$ cat src/rtl/alu_serial_rx_if.sv
// ============================================================================
// Module      : alu_serial_rx_if
// Description : Decoded-packet result bus from the serial receiver to the ALU core.
// Revision    : 1.0 - initial release
// ============================================================================
`default_nettype none

interface alu_serial_rx_if;
    logic [31:0] a_o;
    logic [31:0] b_o;
    logic [2:0]  op_o;
    logic        valid_o;
    logic        err_o;
    logic [2:0]  err_flags_o;

    modport master (
        output a_o, b_o, op_o, valid_o, err_o, err_flags_o
    );

    modport slave (
        input a_o, b_o, op_o, valid_o, err_o, err_flags_o
    );
endinterface

`default_nettype wire

$ cat src/rtl/alu_serial_rx.sv
// ============================================================================
// Module      : alu_serial_rx
// Description : Deserializes ALU command frames and presents A/B/OP with error flags.
// Revision    : 1.0 - initial release
// ============================================================================
`default_nettype none

module alu_serial_rx #(
    parameter int TIMEOUT_CYCLES = 256
) (
    input  wire logic        clk,
    input  wire logic        rst_n,
    input  wire logic        sin,
    alu_serial_rx_if.master  res
);

    localparam int TO_W = (TIMEOUT_CYCLES > 1) ? $clog2(TIMEOUT_CYCLES) : 1;
    localparam logic [TO_W-1:0] TO_LAST = TO_W'((TIMEOUT_CYCLES > 0) ? (TIMEOUT_CYCLES - 1) : 0);

    typedef enum logic [1:0] {
        S_IDLE = 2'd0,
        S_TYPE = 2'd1,
        S_BITS = 2'd2,
        S_STOP = 2'd3
    } state_t;

    state_t            state_q, state_d;
    logic [2:0]        bit_cnt_q, bit_cnt_d;
    logic [7:0]        shift_q, shift_d;
    logic              type_q, type_d;
    logic [3:0]        byte_cnt_q, byte_cnt_d;
    logic              stop_err_q, stop_err_d;
    logic [63:0]       data_q, data_d;
    logic [TO_W-1:0]   to_cnt_q, to_cnt_d;
    logic [31:0]       a_q, a_d;
    logic [31:0]       b_q, b_d;
    logic [2:0]        op_q, op_d;
    logic              valid_q, valid_d;
    logic              err_q, err_d;
    logic [2:0]        flags_q, flags_d;
    logic [3:0]        crc_calc;

    // x^4+x+1, init 0, over the 68-bit string MSB first
    function automatic logic [3:0] crc4(input logic [67:0] m);
        logic [3:0] c;
        logic       fb;
        c = 4'h0;
        for (int i = 67; i >= 0; i--) begin
            fb = c[3] ^ m[i];
            c  = {c[2:0], 1'b0} ^ (fb ? 4'h3 : 4'h0);
        end
        return c;
    endfunction

    // data_q holds {B, A}; the CMD byte sits in shift_q while in STOP
    assign crc_calc = crc4({data_q, 1'b1, shift_q[6:4]});

    always_comb begin
        state_d    = state_q;
        bit_cnt_d  = bit_cnt_q;
        shift_d    = shift_q;
        type_d     = type_q;
        byte_cnt_d = byte_cnt_q;
        stop_err_d = stop_err_q;
        data_d     = data_q;
        to_cnt_d   = '0;
        a_d        = a_q;
        b_d        = b_q;
        op_d       = op_q;
        valid_d    = 1'b0;
        err_d      = err_q;
        flags_d    = flags_q;

        case (state_q)
            S_IDLE: begin
                if (!sin) begin
                    state_d = S_TYPE;
                end else if ((TIMEOUT_CYCLES != 0) && (byte_cnt_q != 4'd0)) begin
                    if (to_cnt_q == TO_LAST) begin
                        byte_cnt_d = 4'd0;
                        stop_err_d = 1'b0;
                    end else begin
                        to_cnt_d = to_cnt_q + 1'b1;
                    end
                end
            end
            S_TYPE: begin
                type_d    = sin;
                bit_cnt_d = 3'd0;
                state_d   = S_BITS;
            end
            S_BITS: begin
                shift_d   = {shift_q[6:0], sin};
                bit_cnt_d = bit_cnt_q + 3'd1;
                if (bit_cnt_q == 3'd7) begin
                    state_d = S_STOP;
                end
            end
            S_STOP: begin
                state_d = S_IDLE;
                if (!type_q) begin
                    for (int s = 0; s < 8; s++) begin
                        if (byte_cnt_q == 4'(s)) begin
                            data_d[63 - 8*s -: 8] = shift_q;
                        end
                    end
                    if (byte_cnt_q != 4'd9) begin
                        byte_cnt_d = byte_cnt_q + 4'd1;
                    end
                    if (!sin) begin
                        stop_err_d = 1'b1;
                    end
                end else begin
                    valid_d    = 1'b1;
                    byte_cnt_d = 4'd0;
                    stop_err_d = 1'b0;
                    if ((byte_cnt_q != 4'd8) || stop_err_q || !sin) begin
                        err_d   = 1'b1;
                        flags_d = 3'b100;
                    end else if (crc_calc != shift_q[3:0]) begin
                        err_d   = 1'b1;
                        flags_d = 3'b010;
                    end else if (shift_q[5]) begin
                        // legal opcodes 000/001/100/101 all have bit1 clear
                        err_d   = 1'b1;
                        flags_d = 3'b001;
                    end else begin
                        a_d     = data_q[31:0];
                        b_d     = data_q[63:32];
                        op_d    = shift_q[6:4];
                        err_d   = 1'b0;
                        flags_d = 3'b000;
                    end
                end
            end
            default: state_d = S_IDLE;
        endcase
    end

    always_ff @(posedge clk or negedge rst_n) begin
        if (!rst_n) begin
            state_q    <= S_IDLE;
            bit_cnt_q  <= 3'd0;
            shift_q    <= 8'd0;
            type_q     <= 1'b0;
            byte_cnt_q <= 4'd0;
            stop_err_q <= 1'b0;
            data_q     <= 64'd0;
            to_cnt_q   <= '0;
            a_q        <= 32'd0;
            b_q        <= 32'd0;
            op_q       <= 3'd0;
            valid_q    <= 1'b0;
            err_q      <= 1'b0;
            flags_q    <= 3'd0;
        end else begin
            state_q    <= state_d;
            bit_cnt_q  <= bit_cnt_d;
            shift_q    <= shift_d;
            type_q     <= type_d;
            byte_cnt_q <= byte_cnt_d;
            stop_err_q <= stop_err_d;
            data_q     <= data_d;
            to_cnt_q   <= to_cnt_d;
            a_q        <= a_d;
            b_q        <= b_d;
            op_q       <= op_d;
            valid_q    <= valid_d;
            err_q      <= err_d;
            flags_q    <= flags_d;
        end
    end

    assign res.a_o         = a_q;
    assign res.b_o         = b_q;
    assign res.op_o        = op_q;
    assign res.valid_o     = valid_q;
    assign res.err_o       = err_q;
    assign res.err_flags_o = flags_q;

endmodule

`default_nettype wire
$ cat src/flat_wrapper.sv
// flat-port wrapper written by rule: the top's interface ports become plain ports
module alu_serial_rx_flat 
#(
    parameter int TIMEOUT_CYCLES = 256
)
  (clk, rst_n, sin, res_a_o, res_b_o, res_op_o, res_valid_o, res_err_o, res_err_flags_o);
  alu_serial_rx_if res_i ();
  input  wire logic clk;
  input  wire logic rst_n;
  input  wire logic sin;
  output wire logic [$bits(res_i.a_o)-1:0] res_a_o;
  output wire logic [$bits(res_i.b_o)-1:0] res_b_o;
  output wire logic [$bits(res_i.op_o)-1:0] res_op_o;
  output wire logic [$bits(res_i.valid_o)-1:0] res_valid_o;
  output wire logic [$bits(res_i.err_o)-1:0] res_err_o;
  output wire logic [$bits(res_i.err_flags_o)-1:0] res_err_flags_o;
  assign res_a_o = res_i.a_o;
  assign res_b_o = res_i.b_o;
  assign res_op_o = res_i.op_o;
  assign res_valid_o = res_i.valid_o;
  assign res_err_o = res_i.err_o;
  assign res_err_flags_o = res_i.err_flags_o;
  alu_serial_rx #(.TIMEOUT_CYCLES(TIMEOUT_CYCLES)) u_core (.clk(clk), .rst_n(rst_n), .sin(sin), .res(res_i));
endmodule
$ cat config.mk
export PLATFORM = sky130hd
export DESIGN_NAME = alu_serial_rx_flat
export DESIGN_NICKNAME = d
export VERILOG_FILES = /design/src/rtl/alu_serial_rx_if.sv /design/src/rtl/alu_serial_rx.sv /design/src/flat_wrapper.sv
export SDC_FILE = /design/constraint.sdc
export NUM_CORES = 1
export LEC_CHECK = 0
export CORE_UTILIZATION = 60
export CTS_CLUSTER_DIAMETER = 150
export DETAILED_ROUTE_END_ITERATION = 10
export DONT_BUFFER_PORTS = 1
export MAX_ROUTING_LAYER = met4
export PLACE_DENSITY = 0.76
export SKIP_LAST_GASP = 1
export SLEW_MARGIN = 30
export SYNTH_ARGS = -nofsm -noshare
export SYNTH_HDL_FRONTEND = slang
export SYNTH_SLANG_ARGS = --single-unit
export TNS_END_PERCENT = 50
$ cat constraint.sdc
create_clock -name clk -period 6.8 [get_ports clk]
set_input_delay 0 -clock clk [delete_from_list [all_inputs] [get_ports clk]]
set_output_delay 0 -clock clk [all_outputs]
set_load 0.005 [all_outputs]
==> results of run 1 <==
registers in the layout, indices dropped and copies added (netlist names):
signal and cells:
u_core.res.err_flags_o 3, u_core.res.err_o 1, u_core.byte_cnt_q 4, u_core.res.b_o 32, u_core.res.valid_o 1, u_core.res.a_o 32
u_core.shift_q 8, u_core.bit_cnt_q 3, u_core.type_q 1, u_core.res.op_o 2, u_core.state_q 2, u_core.stop_err_q 1
u_core.to_cnt_q 8, u_core.data_q 64
cell type report:
class | instances | area, µm²
fillers | 889 | 3830
clock inverters | 9 | 134
inverters | 9 | 33.8
clock buffers | 20 | 457
multi-input cells | 355 | 3390
flip-flops and latches | 162 | 4050
well taps | 168 | 210
repair buffers | 4 | 55.1
cell families after synthesis:
group / after synthesis
compound gates: 23
other cells: 1
flops: 162
mux: 141
fa+ha+maj: 12
buf+inv: 27
xor+xnor: 112
simple gates: 66
metrics by stage:
stage | util, % | instances | instance area (µm²) | hold slack [ns] | setup WS, ns
after floorplan | - | 544 | 7560 | -0.296 | 3.45
after global placement | 63.2 | 695 | 7680 | -0.292 | 2.68
after detailed placement | 63.2 | 695 | 7690 | -0.292 | 2.55
after CTS | 68.5 | 727 | 8330 | 0.0612 | 2.50
after global routing | 68.5 | 727 | 8330 | 0.137 | 2.28
final | 68.5 | 727 | 8330 | 0.0910 | 2.52
tightest hold or removal path, stage by stage:
cell and delay, ns:
nand2_1 0.04, o21ai_0 0.08, nand2b_1 0.21, nand2_1 0.08, o21ai_0 0.07
how the worst max path moves through the flow:
stage,start,endpoint,slack [ns],cells after the start
after global placement,u_core.data_q[61],u_core.res.b_o[31],2.68,11
final,u_core.data_q[61],u_core.res.b_o[11],2.52,11
after floorplan,u_core.data_q[61],u_core.res.b_o[10],3.45,12
after detailed placement,u_core.data_q[61],u_core.res.a_o[17],2.55,11
after CTS,u_core.data_q[61],u_core.res.a_o[17],2.50,11
after global routing,u_core.data_q[61],u_core.res.a_o[1],2.28,11
cells in the final DEF (no fill, tap or decap), drive strengths merged, types with 2 or more instances in the layout:
cell type / Yosys / final
a21oi: 7 / 7
and3: 2 / 2
buf: 9 / 2
bufinv: 0 / 3
clkbuf: 9 / 20
clkinv: 0 / 2
clkinvlp: 0 / 4
dfrtp: 162 / 162
dlygate4sd3: 0 / 2
ha: 12 / 12
inv: 9 / 9
mux2: 140 / 140
nand2: 19 / 19
nand2b: 2 / 2
nand3: 20 / 20
nor2: 13 / 13
nor2b: 2 / 2
nor3: 2 / 2
o21ai: 10 / 10
xnor2: 74 / 74
xnor3: 11 / 11
xor2: 27 / 27
layer usage:
metal	track usage, %	share of wire, %	vias up
met2	41.1	50	101
met4	12.8	3.1	0
li1	-	-	1870
met3	5.88	3.7	40
met5	-	0	-
met1	32.0	43	2153
repair_timing:
item	4_1_cts	5_1_grt
endpoints found under the hold margin	172	0
setup endpoints to repair	0	0
hold buffers	3	0
gates resized for setup	0	0
==> qor.yml, run 1 <==
outcome: "finished, final reports clean"
period_needed_ns: 4.28
clkTransAtPathRegs_ns: 0.06
synth-edff-count: 0
antenna_left: 0
start_kind: "register"
min_path_cells: 5
cts_tree: "done"
cts-root-buf: "clkbuf_16"
routed_wl_um: 15000
die_width_um: 114
yosys_warnings: 0
synth_top_family_by_area: "multiplexers"
layout-drive-gt1-share_pct: 29.3
crit_required_ns: 7.10
path_buf_inv: 1
reg2reg_depth: 11
end_kind: "register"
max_slew.worst_pin.slew_ns: 0.785
antenna_found_initial: 0
synth_area_per_cell_um2: 13.9
synth_mux_area_share_pct: 21.1
hold_path_end: "u_core.byte_cnt_q[3]"
num_antenna_cells: 0
coreArea_mm2: 0.0122
htree_levels: 4
design.portCount: 75
maxCapViolCount: 0
yosysMostFrequentCell: "dfrtp_1"
worst_path_largest_cell_delay_ns: 0.57
grt_max_degree: 163
cp.arrival_ns: 4.58
first_pass_iters: 4
ys_types: 39
fmax_ghz: 0.234
critPathMaxFanout: 49
finalSetupTns_ns: 0
synth_flop_cell: "dfrtp_1"
synthToLayoutAreaGrowth_pct: 10.1
relSlewSlack_pct: 47.7
nets: 564
synthArstFlopShare_pct: 100
hold_start: "sin"
reg2reg_to: "u_core.res.b_o[11]"
wl_per_cell_um: 20.6
critPathSlowestCell: "xnor3_2"
num_rows: 40
reg2reg_from: "u_core.data_q[61]"
worstSetupPathType: "reg2reg"
yosys.area_share.xor_xnor_pct: 15.3
start_util_pct: 62.2
finalCritPeriodShare_pct: 62.9
synth-simple-area-share_pct: 4.25
clk_latency_ns: 0.43
synth_fa_ha_area_share_pct: 1.99
syn_area_mm2: 0.00756
synth_nets: 559
hold_violations: 0
yosysTopAreaCell: "dfrtp_1"
drtIter0Drc: 176
synth_commonest_cells: "dfrtp_1, mux2_2, xnor2_1, xor2_1, nand3_1"
synthCells: 544
dr_total_vias: 4164
grt_pass1_vias: 4548
fin_skew_ns: 0.00886
setup_violations: 0
ff2ff_setup_slack_ns: 2.52
die_h_um: 114
grt_pass1_wl_um: 24400
critPathTopFamily: "XOR/XNOR gates"
synthTopCellsByArea: "dfrtp_1, mux2_2, xnor2_1, xor2_1, xnor3_1"
clock_sinks: 162
synth_compound_area_share_pct: 1.80
vias_per_cell: 5.73
gr-total-overflow: 0
rsz0062_at_grt: "no"
numCtsBuffers: 17
hpwl_um: 9680
crit_chain: "xor2_1 > xnor2_1 > xnor3_2 > xnor2_4 > xnor2_2 > xor2_1 > a21oi_1 > mux4_2 > nand4b_4 > buf_4 > mux2_2"
worstHoldPathType: "in2reg"
clk_path_buf_depth: 2
yosysSeqAreaShare_pct: 53.6
drc: 0
port_buffers: 0
post_cts_buffers: 0
routabilityCongestion: 0.951
synth_top_area_share_pct: 53.6
ys_ff_latch: 162
die-area_mm2: 0.0131
globalRouteTotalUtil_pct: 26.1
critPathMostFrequentCell: "xor2_1"
finalMaxSlewViolations: 0
Power of run 1 is not shown: default switching activity piles up to over one toggle a cycle in this logic, so the estimate is an artifact.
==> run 2, diff against run 1 <==
--- a/config.mk
+++ b/config.mk
@@ -5,12 +5,12 @@
 export SDC_FILE = /design/constraint.sdc
 export NUM_CORES = 1
 export LEC_CHECK = 0
-export CORE_UTILIZATION = 60
+export CORE_UTILIZATION = 57
 export CTS_CLUSTER_DIAMETER = 150
 export DETAILED_ROUTE_END_ITERATION = 10
 export DONT_BUFFER_PORTS = 1
 export MAX_ROUTING_LAYER = met4
-export PLACE_DENSITY = 0.76
+export PLACE_DENSITY = 0.75
 export SKIP_LAST_GASP = 1
 export SLEW_MARGIN = 30
 export SYNTH_ARGS = -nofsm -noshare
==> constraint.sdc (replaced) <==
create_clock -name clk -period 3.7 [get_ports clk]
set_input_delay 0 -clock clk [delete_from_list [all_inputs] [get_ports clk]]
set_output_delay 0 -clock clk [all_outputs]
set_load 0.005 [all_outputs]
==> qor.yml, run 2 (synthesis results as in run 1) <==
outcome: "finished, violations left"  # was finished, final reports clean
violations: "negative hold slack"
hold_violations: 162  # was 0
globalRouteTotalUtil_pct: 24.6  # was 26.1%
nets: 571  # was 564
coreArea_mm2: 0.0128  # was 0.0122 mm²
port_buffers: 0  # unchanged
reg2reg_from: "u_core.data_q[61]"  # unchanged
die-area_mm2: 0.0137  # was 0.0131 mm²
routabilityCongestion: 0.772  # was 0.951
die_h_um: 117  # was 114 µm
design.portCount: 75  # unchanged
rsz0062_at_grt: "yes"  # was no
maxCapViolCount: 0  # unchanged
worstHoldPathType: "in2async"  # was in2reg
reg2reg_depth: 10  # was 11
fin_skew_ns: 0.00463  # was 0.00886 ns
clkTransAtPathRegs_ns: 0.06  # about the same
clock_sinks: 162  # unchanged
reg2reg_to: "u_core.res.a_o[15]"  # was u_core.res.b_o[11]
die_width_um: 117  # was 114 µm
critPathMaxFanout: 13  # was 49
layout-drive-gt1-share_pct: 32.8  # was 29.3%
num_antenna_cells: 0  # unchanged
grt_pass1_vias: 4379  # was 4,548
gr-total-overflow: 0  # unchanged
finalCritPeriodShare_pct: 97.6  # was 62.9%
cts-root-buf: "clkbuf_16"  # unchanged
mostFrequentLayoutCell: "dfrtp_1"  # unchanged
start_util_pct: 59.2  # was 62.2%
final.fill_count: 889  # unchanged
setup_violations: 0  # unchanged
post_cts_buffers: 0  # unchanged
relSlewSlack_pct: 56.6  # was 47.7%
fmax_ghz: 0.277  # was 0.234 GHz
end_kind: "register"  # unchanged
dr_total_vias: 4095  # was 4,164
synthToLayoutAreaGrowth_pct: 12.9  # was 10.1%
largest_reg_flops: 64  # unchanged
clk_latency_ns: 0.43  # about the same
first_pass_iters: 4  # unchanged
worst_hold_slack_ns: -0.731  # was 0.0910 ns
clk_path_buf_depth: 2  # unchanged
grt_max_degree: 163  # unchanged
holdBufCountCts: 1  # was 3
num_rows: 41  # was 40
finalSetupTns_ns: 0  # unchanged
period_needed_ns: 3.61  # was 4.28 ns
hpwl_um: 10000  # was 9680 µm
vias_per_cell: 5.54  # was 5.73
top_register: "u_core.data_q"  # unchanged
routed_wl_um: 14700  # was 15,000 µm
cts_tree: "done"  # unchanged
crit_required_ns: 4.01  # was 7.10 ns
max_slew.worst_pin.slew_ns: 0.642  # was 0.785 ns
drtIter0Drc: 238  # was 176
grt_pass1_wl_um: 23500  # was 24,400 µm
antenna_found_initial: 0  # unchanged
preCtsSetupSlack_ns: -0.0367  # was 2.55 ns
drc: 0  # unchanged
htree_levels: 4  # unchanged
ff2ff_setup_slack_ns: 0.09  # was 2.52 ns
final_cell_mix: "dfrtp_1, mux2_2, xnor2_1, xor2_1, nand3_1"  # unchanged
antenna_left: 0  # unchanged
finalMaxSlewViolations: 0  # unchanged
wl_per_cell_um: 19.9  # was 20.6 µm
start_kind: "register"  # unchanged
setup_slack_ns: 0.0884  # was 2.52 ns
numCtsBuffers: 17  # unchanged
cp.arrival_ns: 3.92  # was 4.58 ns
worstSetupPathType: "reg2reg"  # unchanged
[run 2: changes by cell type in the layout (fill, tap and decap cells not counted), sizes merged, moves of 2 or more]
| cell | change |
|---|---|
| bufinv | +3 |
| buf | +8 |
| clkinvlp | -4 |
| clkinv | +2 |
[run 2: cell type report]
class	instances	area, µm²	share of cell area, %
Clock buffer	19	443	5.19
Clock inverter	11	209	2.45
Inverter	9	33.8	0.396
Multi-Input combinational cell	355	3470	40.6
Sequential cell	162	4060	47.5
Tap cell	172	215	2.52
Timing Repair Buffer	11	110	1.29
[run 2: per-stage QoR]
step	instances	cell area (µm²)	utilization, %
6_report	739	8540	66.8
5_1_grt	739	8540	66.8
3_5_place_dp	708	7780	60.9
2_1_floorplan	544	7560	-
3_3_place_gp	708	7780	60.9
4_1_cts	739	8460	66.2
[run 2: metal layers]
metal	track usage, %	share of wire [%]
met1	29.9	44
met2	39.2	50
met3	6.02	4.3
met4	10.7	1.8
met5	-	0
[run 2: how the worst max path moves through the flow]
stage | startpoint | end | slack [ns]
after floorplan | u_core.data_q[61] | u_core.res.b_o[10] | 0.35
after global placement | u_core.data_q[61] | u_core.res.b_o[2] | 0.07
after detailed placement | u_core.data_q[61] | u_core.res.b_o[19] | -0.04
after CTS | u_core.data_q[61] | u_core.res.b_o[19] | 0.002
after global routing | u_core.data_q[61] | u_core.res.a_o[5] | -0.04
final | u_core.data_q[61] | u_core.res.a_o[15] | 0.09
[run 2: worst max-delay path, stage by stage, from the launching register on]
cell and delay (ns):
dfrtp_2 0.45, xor2_2 0.21, xnor3_2 0.51, xor2_1 0.19, xnor3_2 0.33, xnor2_2 0.26, xnor2_1 0.18, mux4_2 0.58
nand4b_4 0.17, buf_4 0.23, mux2_2 0.36
[run 2: timing repair]
| item | 4_1_cts | 5_1_grt |
|---|---|---|
| setup endpoints to repair | 66 | 66 |
| endpoints found under the hold margin | 178 | 162 |
| cloned | 0 | 0 |
| pin swaps | 0 | 2 |
| resized for setup | 2 | 13 |
Power of run 2 is left out for the same reason.
==> run 3, diff against run 2 <==
==> constraint.sdc (replaced) <==
create_clock -name clk -period 3.2 [get_ports clk]
set_input_delay 0 -clock clk [delete_from_list [all_inputs] [get_ports clk]]
set_output_delay 0 -clock clk [all_outputs]
set_load 0.005 [all_outputs]
==> qor.yml, run 3 (synthesis results as in run 1) <==
rsz0062_at_grt: "yes"  # unchanged
layout-drive-gt1-share_pct: 41.7  # was 32.8%
coreArea_mm2: 0.0128  # unchanged
hold_violations: 162  # unchanged
drtIter0Drc: 319  # was 238
synthToLayoutAreaGrowth_pct: 20.9  # was 12.9%
clk_path_buf_depth: 2  # unchanged
cts-root-buf: "clkbuf_16"  # unchanged
critPathMaxFanout: 9  # was 13
maxCapViolCount: 0  # unchanged
first_pass_iters: 4  # unchanged
die-area_mm2: 0.0137  # unchanged
design.portCount: 75  # unchanged
largest_reg_flops: 64  # unchanged
mostFrequentLayoutCell: "dfrtp_1"  # unchanged
antenna_found_initial: 0  # unchanged
cts_tree: "done"  # unchanged
hpwl_um: 10400  # was 10,000 µm
finalCritPeriodShare_pct: 112  # was 97.6%
fin_skew_ns: 0.0138  # was 0.00463 ns
antenna_left: 0  # unchanged
dr_total_vias: 4481  # was 4,095
nets: 631  # was 571
grt_pass1_wl_um: 24200  # was 23,500 µm
start_util_pct: 59.2  # unchanged
max_slew.worst_pin.slew_ns: 0.622  # was 0.642 ns
period_needed_ns: 3.59  # was 3.61 ns
routed_wl_um: 16400  # was 14,700 µm
numCtsBuffers: 17  # unchanged
holdBufCountCts: 1  # unchanged
dp.cells: 756  # was 708
cp.arrival_ns: 3.90  # was 3.92 ns
clock_sinks: 162  # unchanged
htree_levels: 4  # unchanged
setup_slack_ns: -0.386  # was 0.0884 ns
port_buffers: 0  # unchanged
violations: "negative hold slack, negative setup slack"  # was negative hold slack
clkTransAtPathRegs_ns: 0.07  # was 0.06 ns
die_width_um: 117  # unchanged
drc: 0  # unchanged
wl_per_cell_um: 20.4  # was 19.9 µm
gr-total-overflow: 0  # unchanged
crit_required_ns: 3.52  # was 4.01 ns
final_cell_mix: "dfrtp_1, mux2_2, buf_4, xnor2_1, clkbuf_16"  # was dfrtp_1, mux2_2, xnor2_1, xor2_1, nand3_1
globalRouteTotalUtil_pct: 25.2  # was 24.6%
die_h_um: 117  # unchanged
num_antenna_cells: 0  # unchanged
placed_area_mm2: 0.00817  # was 0.00778 mm²
worstSetupPathType: "reg2reg"  # unchanged
end_kind: "register"  # unchanged
worstHoldPathType: "in2async"  # unchanged
num_rows: 41  # unchanged
worst_hold_slack_ns: -0.731  # about the same
routabilityCongestion: 0.839  # was 0.772
final_area_mm2: 0.00914  # was 0.00854 mm²
vias_per_cell: 5.59  # was 5.54
finalMaxSlewViolations: 0  # unchanged
grt_max_degree: 163  # unchanged
clk_latency_ns: 0.43  # about the same
finalNonFillerCells: 801  # was 739
outcome: "finished, violations left"  # unchanged
setup_violations: 67  # was 0
start_kind: "register"  # unchanged
top_register: "u_core.data_q"  # unchanged
relSlewSlack_pct: 58.5  # was 56.6%
grt_pass1_vias: 4643  # was 4,379
fmax_ghz: 0.279  # was 0.277 GHz
[run 3: what timing repair did]
item,CTS,global route
pin swaps,1,5
endpoints found under the hold margin,175,162
setup endpoints to repair,67,69
buffers inserted,2,5
cloned,0,5
gates resized for setup,2,25
[run 3: metal layers]
layer	track usage (%)	vias up	part of all wire, %
met5	-	-	0
met3	5.61	23	6.3
met4	11.0	0	2.0
li1	-	2020	-
met2	40.9	154	52
met1	30.4	2284	40
[run 3: metrics by stage]
step / setup TNS (ns) / util (%) / hold WS, ns / worst slack, ns
after floorplan: -4.97 / - / -0.296 / -0.113
after global placement: -12.42 / 64.0 / -0.292 / -0.196
after detailed placement: -23.35 / 64.0 / -0.292 / -0.369
after CTS: -18.85 / 68.8 / -0.750 / -0.303
after global routing: -30.20 / 71.6 / -0.757 / -0.488
final: -22.95 / 71.6 / -0.731 / -0.386
[run 3: worst paths after layout]
path                              startpoint                        end  slack (ns)  cells after the start
max                        u_core.data_q[36]         u_core.res.a_o[10]       -0.39                     13
min                                    rst_n         u_core.res.b_o[15]       -0.73                      0
max reg2reg                u_core.data_q[36]         u_core.res.a_o[10]       -0.39                     13
min reg2reg                u_core.stop_err_q          u_core.stop_err_q        0.51                      1
max in group asynchronous              rst_n         u_core.res.a_o[25]        3.70                      0
min in group clk                         sin  u_core.res.err_flags_o[2]        0.03                      3
[run 3: layout make-up]
class,count,area (µm²)
inverter,9,33.8
clock buffer,19,453
clock inverter,13,124
fill,820,3630
timing repair buffer,71,673
multi-input combinational,355,3590
tap,172,215
sequential,162,4060
[run 3: worst max-delay path, stage by stage (launching register included)]
cell       delay, ns
dfrtp_1         0.41
xnor2_2         0.15
xnor2_1         0.21
buf_4           0.16
xnor3_2         0.45
xnor2_4         0.19
xnor2_2         0.26
xor2_1          0.23
a21oi_1         0.07
mux4_2          0.52
nand4b_4        0.14
buf_4           0.17
clkbuf_16       0.17
mux2_2          0.33
Power of run 3 is left out for the same reason.
